## src/rtl/vcsr_cfg_loader.sv

```systemverilog
// VCSR config loader: walks the config table into VcsrBase.. (2 cycles/entry) after reset or reload_req,
// otherwise zero-latency core CSR pass-through; core_stall holds the core for the whole load.
package config_pkg;
  localparam int          VcsrAmount = 16;
  localparam logic [11:0] VcsrBase   = 12'h100;

  typedef logic [11:0] CsrAddrT;

  typedef enum logic [1:0] {
    CSR_NONE = 2'b00,
    CSRRW    = 2'b01,
    CSRRS    = 2'b10,
    CSRRC    = 2'b11
  } csr_op_t;
endpackage

module vcsr_cfg_loader #(
  parameter int          VcsrAmount = config_pkg::VcsrAmount,
  parameter logic [11:0] VcsrBase   = config_pkg::VcsrBase,
  localparam int         KW         = (VcsrAmount > 1) ? $clog2(VcsrAmount) : 1
) (
  input  logic                clk,
  input  logic                reset,
  input  logic                reload_req,
  output logic [KW-1:0]       tbl_addr,
  output logic                tbl_rd,
  input  logic [31:0]         tbl_data,
  input  logic                core_csr_enable,
  input  config_pkg::CsrAddrT core_csr_addr,
  input  config_pkg::csr_op_t core_csr_op,
  input  logic [4:0]          core_rs1_zimm,
  input  logic [31:0]         core_rs1_data,
  output logic                core_stall,
  output logic                csr_enable,
  output config_pkg::CsrAddrT csr_addr,
  output config_pkg::csr_op_t csr_op,
  output logic [4:0]          rs1_zimm,
  output logic [31:0]         rs1_data,
  output logic                busy,
  output logic                load_done
);

  typedef enum logic [1:0] {
    LOAD_RD = 2'b00,
    LOAD_WR = 2'b01,
    PASS    = 2'b10
  } state_t;

  localparam logic [KW-1:0] KLast = KW'(VcsrAmount - 1);

  state_t        state_q, state_d;
  logic [KW-1:0] k_q, k_d;
  logic          last_k;

  assign last_k = (k_q == KLast);

  // Reset parks in LOAD_RD so busy/core_stall are already high while reset is held.
  always_ff @(posedge clk or negedge reset) begin
    if (!reset) begin
      state_q   <= LOAD_RD;
      k_q       <= '0;
      load_done <= 1'b0;
    end else begin
      state_q   <= state_d;
      k_q       <= k_d;
      load_done <= (state_q == LOAD_WR) && last_k;
    end
  end

  always_comb begin
    state_d    = state_q;
    k_d        = k_q;
    busy       = 1'b1;
    core_stall = 1'b1;
    tbl_rd     = 1'b0;
    tbl_addr   = '0;
    csr_enable = 1'b0;
    csr_addr   = '0;
    csr_op     = config_pkg::CSR_NONE;
    rs1_zimm   = '0;
    rs1_data   = '0;
    unique case (state_q)
      LOAD_RD: begin
        tbl_rd   = 1'b1;
        tbl_addr = k_q;
        state_d  = LOAD_WR;
      end
      LOAD_WR: begin
        // Table data requested in LOAD_RD arrives this cycle and is written straight through.
        csr_enable = 1'b1;
        csr_addr   = VcsrBase + 12'(k_q);
        csr_op     = config_pkg::CSRRW;
        rs1_data   = tbl_data;
        if (last_k) begin
          state_d = PASS;
          k_d     = '0;
        end else begin
          state_d = LOAD_RD;
          k_d     = k_q + 1'b1;
        end
      end
      PASS: begin
        busy       = 1'b0;
        core_stall = 1'b0;
        csr_enable = core_csr_enable;
        csr_addr   = core_csr_addr;
        csr_op     = core_csr_op;
        rs1_zimm   = core_rs1_zimm;
        rs1_data   = core_rs1_data;
        if (reload_req) begin
          state_d = LOAD_RD;
          k_d     = '0;
        end
      end
      default: begin
        state_d = LOAD_RD;
        k_d     = '0;
      end
    endcase
  end

endmodule

```

## config.mk

```make
export PLATFORM = sky130hd
export DESIGN_NAME = vcsr_cfg_loader
export DESIGN_NICKNAME = d
export VERILOG_FILES = /design/src/rtl/vcsr_cfg_loader.sv
export SDC_FILE = /design/constraint.sdc
export NUM_CORES = 1
export LEC_CHECK = 0
export BUFFER_PORTS_ARGS = -buffer_cell sky130_fd_sc_hd__buf_4
export CAP_MARGIN = 20
export CORE_MARGIN = 4
export CORE_UTILIZATION = 34
export DETAILED_ROUTE_END_ITERATION = 12
export HOLD_SLACK_MARGIN = 0.12
export PLACE_DENSITY = 0.94
export SLEW_MARGIN = 10
export SYNTH_ARGS = -nofsm -noshare
export SYNTH_HDL_FRONTEND = slang
export SYNTH_SLANG_ARGS = --single-unit
```

## constraint.sdc

```tcl
create_clock -name clk -period 2.9 [get_ports clk]
set_input_delay 0.145 -clock clk [delete_from_list [all_inputs] [get_ports clk]]
set_output_delay 0.145 -clock clk [all_outputs]
set_load 0.1 [all_outputs]
```

==> results_dict.tcl, run 1 <==
set metrics [dict create \
    status "finished, final reports clean" \
    ys_types 24 \
    drv_slew 0 \
    ctsResizeCount 0 \
    fin_ws_ns 0.6612 \
    dr_total_vias 1675 \
    yosys.cell_count.top_type "nor2b_1" \
    syn_to_final_growth_pct 105.2 \
    insertedDiodeCount 0 \
    syn_area_um2 1101 \
    synth-xor-area-share 0 \
    hold_viol_final 0 \
    setup_tns_ns 0 \
    yosys-top-cells-area "a22oi_1, nor2b_1, dfrtp_1" \
    yosysTopAreaCell "a22oi_1" \
    ys_seq_elements 7 \
    finalWirelength_um 5031 \
    synth_edf_count 0 \
    cpMaxStageDelayCell "ha_1" \
    holdWs_ns 0.2500 \
    dr.pass1.iters 4 \
    cap_violations 0 \
    critPathMaxStageDelay_ns 0.54 \
    grt_overflow 0 \
    ir_worst_vdd_uv 237.3 \
    dp_slack_ns 0.9083 \
    cts_buffers 3 \
    synth_fa_ha_area_frac 0.04545 \
    min-delay-path-class "input pin to async pin" \
    synth-simple-area-share 0.3864 \
    synth_compound_area_frac 0.3057 \
    drtIter0Drc 106 \
    placementRows 20 \
    postSynthAreaPerCell_um2 7.390 \
    max-slew-margin-rel 0.5999 \
    core_area_um2 3078 \
    clockRootBuffer "clkbuf_4" \
    cts_tree "built" \
    gp_congestion 0.8019 \
    dieArea_um2 4213 \
    first_global_vias 1687 \
    cp_max_fo 30 \
    cts_setup_buffers 0 \
    finClkSkew_ns 0.002347 \
    crit_path_start_kind "flip-flop" \
    synth_top_family_by_area "simple AND/OR/NAND/NOR gates" \
    post_drt_via_cell_ratio 5.076 \
    period_needed_ns 2.239 \
    die_x_um 64.91 \
    post-dp-hpwl_um 4130 \
    htree_levels 1 \
    async_flop_share 1.000 \
    grt_max_degree 39 \
    cts_sinks 7 \
    cp-end-kind "primary output" \
    wl_per_cell_um 15.25 \
    setup_viol 0 \
    synthTopCellsByCount "nor2b_1, a22oi_1, and2_1" \
    power-per-cell-area_nw_per_um2 464.3 \
    yosysSeqAreaShare 0.1591 \
    cts_buffer_depth 2 \
    worstSetupPathType "flip-flop to primary output" \
    crit_family "buffers and inverters" \
    p_total_uw 1049 \
    remaining_drc_errors 0 \
    cp_cell_sequence "inv_1 -> ha_1 -> buf_12 -> a22oi_1 -> nor2b_1 -> buf_4" \
    period_share 0.7720 \
    port_buffers 146 \
    ant_nets 0 \
    cp_num_buf_inv 3 \
    final_nets 378 \
    io_pins 147 \
    max_freq_mhz 446.7 \
    grt_first_pass_wirelength_um 7548 \
    rsz0062_at_grt "false" \
    synth_top_cell_area_share 0.2386 \
    die_h_um 64.91 \
    ys_warn_count 0 \
    p_leak_uw 0.001129 \
    start_util 0.3577 \
    synth_cells 149 \
    antenna_found_initial 0 \
    ys.flop_type "dfrtp_1" \
    clk_pin_slew_ns 0.05 \
    crit_required_ns 2.76 \
    worstMarginPinSlew_ns 0.6001 \
    design_area_um2 2260 \
    grt_usage 0.2249 \
    syn_nets 240 \
    placed_area_um2 2223 \
    drive_above_1_share 0.5455 \
    synthMuxAreaShare 0.02045 \
    arrival_ns 2.09 \
    clock_latency_ns 0.24 \
]
[timing repair]
action                                  4_1_cts  5_1_grt
endpoints found under the hold margin         7        0
hold buffers                                  1        0
endpoints found under the setup margin        0        0
[path summary, 6_finish.rpt]
check                                       start                      to  slack [ns]  depth (start not counted)
setup / recovery           state_q[1]$_DFFE_PN0P_            rs1_data[31]        0.66                          6
hold / removal                              reset     load_done$_DFF_PN0_        0.25                          2
setup reg to reg           state_q[0]$_DFFE_PN0P_  state_q[1]$_DFFE_PN0P_        1.10                          4
hold reg to reg            state_q[0]$_DFFE_PN0P_  state_q[0]$_DFFE_PN0P_        0.54                          1
max in group asynchronous                   reset  state_q[1]$_DFFE_PN0P_        2.53                          2
min in group clk                       reload_req      k_q[3]$_DFFE_PN0P_        0.29                          4
[final cells by class]
cell class	count	area (um2)
multi-input cells	121	834.6
fillers	260	818.3
repair buffers	150	1154
inverters	4	15.01
flip-flops and latches	7	175.2
clock buffers	4	26.28
well taps	44	55.05
[routing by layer]
layer | wire length [um] | track usage | up-vias
li1 | - | - | 806
met1 | 1693 | 0.2251 | 752
met2 | 2622 | 0.4266 | 107
met3 | 599 | 0.08666 | 10
met4 | 116 | 0.06069 | 0
met5 | 0 | 0 | -
[worst register-to-register path: cells and delay by family, from the launching register on]
kind | cells | cell delay (ns)
fa+ha+maj | 1 | 0.50
flops | 1 | 0.38
simple gates | 1 | 0.35
buf+inv | 1 | 0.09
mux | 1 | 0.36
[registers in the layout, summed over array words and instances, names as in the netlist]
| signal | count |
|---|---|
| state_q | 2 |
| k_q | 4 |
| load_done | 1 |
[layout by cell type (no fill, tap or decap), drive strengths merged]
cell,instances
nor2b,39
clkbuf,4
a21boi,1
nand2,3
buf,149
or4b,1
a22oi,35
and4,1
nand4b,1
inv,4
dfrtp,7
o211ai,1
dlygate4sd3,1
a21oi,4
ha,4
o221ai,1
and2,17
or2,1
mux2,2
nand3,3
o21ai,6
nand3b,1
[logic make-up (layout without fill, tap and decap cells)]
logic type / count (synthesis) / count (layout)
and+or+nand+nor: 67 / 67
AOI/OAI and AO/OA: 48 / 48
buffers and inverters: 21 / 158
DFF: 7 / 7
adders and majority gates: 4 / 4
muxes: 2 / 2
[power by group]
group	switching, uW	internal [uW]	total [uW]	leakage, uW
combinational	575	238	814	0.00102
clock	31.8	52.2	84.0	0.0000150
sequential	33.7	118	151	0.0000925
[per-stage QoR]
stage / utilization / instances
after detailed placement: 0.7224 / 325
after global routing: 0.7341 / 330
after CTS: 0.7341 / 330
after floorplan: - / 149
final: 0.7341 / 330
after global placement: 0.7224 / 325
Power figures use the tool's default switching activity.
==> run 2: changes to the inputs <==
- CORE_UTILIZATION: 34 -> 28
- PLACE_DENSITY: 0.94 -> 0.83
- clock period: 2.9 -> 2 ns (I/O delays scaled with it)
==> results_dict.tcl, run 2 (synthesis gave the netlist of run 1 again) <==
set metrics [dict create \
    p_total_uw 1728 \
    utilization 0.6925 \
    antenna_found_initial 0 \
    post_drt_via_cell_ratio 4.902 \
    drtIter0Drc 55 \
    design_area_um2 2592 \
    core_area_um2 3744 \
    power-per-cell-area_nw_per_um2 666.5 \
    cts_buffer_depth 2 \
    drive_above_1_share 0.7093 \
    grt_first_pass_wirelength_um 8148 \
    period_needed_ns 1.908 \
    cp_max_fo 16 \
    min-delay-path-class "input pin to async pin" \
    setup_tns_ns 0 \
    finalNonFillerCells 337 \
    grt_usage 0.1942 \
    dieArea_um2 5000 \
    gp_congestion 0.7634 \
    grt_overflow 0 \
    port_buffers 146 \
    status "finished, final reports clean" \
    first_global_vias 1726 \
    clockRootBuffer "clkbuf_8" \
    finalWirelength_um 5293 \
    dr_total_vias 1652 \
    max-slew-margin-rel 0.7924 \
    p_seq_frac 0.127 \
    final_nets 381 \
    p_comb_frac 0.758 \
    dr.pass1.iters 4 \
    cts_sinks 7 \
    cts_buffers 3 \
    ant_nets 0 \
    worstSetupPathType "flip-flop to primary output" \
    crit_required_ns 1.90 \
    critPathMaxStageDelay_ns 0.45 \
    drv_slew 0 \
    hold_viol_final 0 \
    cp_cell_sequence "inv_1 -> ha_2 -> buf_4 -> nor2b_4 -> buf_4" \
    clk_pin_slew_ns 0.04 \
    largest-register "k_q" \
    htree_levels 1 \
    crit_path_start_kind "flip-flop" \
    max_freq_mhz 524.2 \
    insertedDiodeCount 0 \
    dpl.cell_count 332 \
    grt_max_degree 38 \
    start_util 0.2941 \
    die_h_um 70.71 \
    wl_per_cell_um 15.71 \
    remaining_drc_errors 0 \
    cts_setup_buffers 0 \
    syn_to_final_growth_pct 135.5 \
    worstMarginPinSlew_ns 0.3113 \
    final_common_cell "buf_4" \
    p_clk_frac 0.115 \
    p_leak_uw 0.001301 \
    largest_reg_flops 4 \
    ir_worst_vdd_uv 323.1 \
    arrival_ns 1.81 \
    cap_violations 0 \
    clock_latency_ns 0.23 \
    finClkSkew_ns 0.001532 \
    top_regs "k_q (4), state_q (2), load_done (1)" \
    switching_share 0.5703 \
    layout_common_cells "buf_4, a22oi_1, nor2b_4" \
    placementRows 22 \
    cp_num_buf_inv 3 \
    cp-end-kind "primary output" \
    period_share 0.9538 \
    p_int_uw 742.4 \
    cpMaxStageDelayCell "ha_2" \
    p_sw_uw 985.5 \
    crit_family "buffers and inverters" \
    setup_viol 0 \
    r2r_slack_ns 0.50 \
    crit_path_frequent_cell "buf_4" \
    placed_area_um2 2481 \
    die_x_um 70.71 \
    io_pins 147 \
    post-dp-hpwl_um 4228 \
    cts_tree "built" \
]
## run 2: timing repair
item	CTS	global route
hold buffers	1	0
setup endpoints to repair	0	15
resized for setup	0	15
endpoints found under the hold margin	7	0
## run 2: routing by layer
layer  part of all wire  vias to the layer above  GRT usage  routed length [um]
met5                  0                        -          0                   0
met2               0.52                      100     0.3440                2753
li1                   -                      809          -                   -
met4             0.0083                        0    0.05010                  44
met1               0.37                      738     0.2323                1953
met3               0.10                        5    0.04972                 542
## run 2: per-stage QoR
step / setup slack, ns / hold WS [ns]
detailed placement: 0.2952 / -0.08214
finish: 0.09241 / 0.2191
floorplan: -0.1161 / -0.1956
global placement: 0.3600 / -0.08393
global route: -0.006151 / 0.2302
CTS: 0.03246 / 0.2237
## run 2: power groups by stage
stage               Combinational, uW  Clock, uW  Sequential (uW)
finish                           1310        198              219
global route                     1360        214              227
CTS                              1290        202              218
detailed placement               1290          0              216
global placement                 1270          0              217
floorplan                         966          0              204
## run 2: worst paths after layout
check                                             from  depth (start not counted)                     end
worst max-delay path            state_q[0]$_DFFE_PN0P_                          5            rs1_data[29]
worst max register to register  state_q[1]$_DFFE_PN0P_                          5      k_q[3]$_DFFE_PN0P_
worst min register to register  state_q[1]$_DFFE_PN0P_                          1  state_q[1]$_DFFE_PN0P_
max in group asynchronous                        reset                          2  state_q[1]$_DFFE_PN0P_
worst min-delay path                             reset                          2     load_done$_DFF_PN0_
min in group clk                            reload_req                          3  state_q[1]$_DFFE_PN0P_
## run 2: layout make-up
cell class,instances,area (um2)
repair buffers,153,1232
fillers,323,1151
multi-input cells,121,1061
flip-flops and latches,7,175.2
well taps,48,60.06
clock buffers,4,45.04
inverters,4,18.77
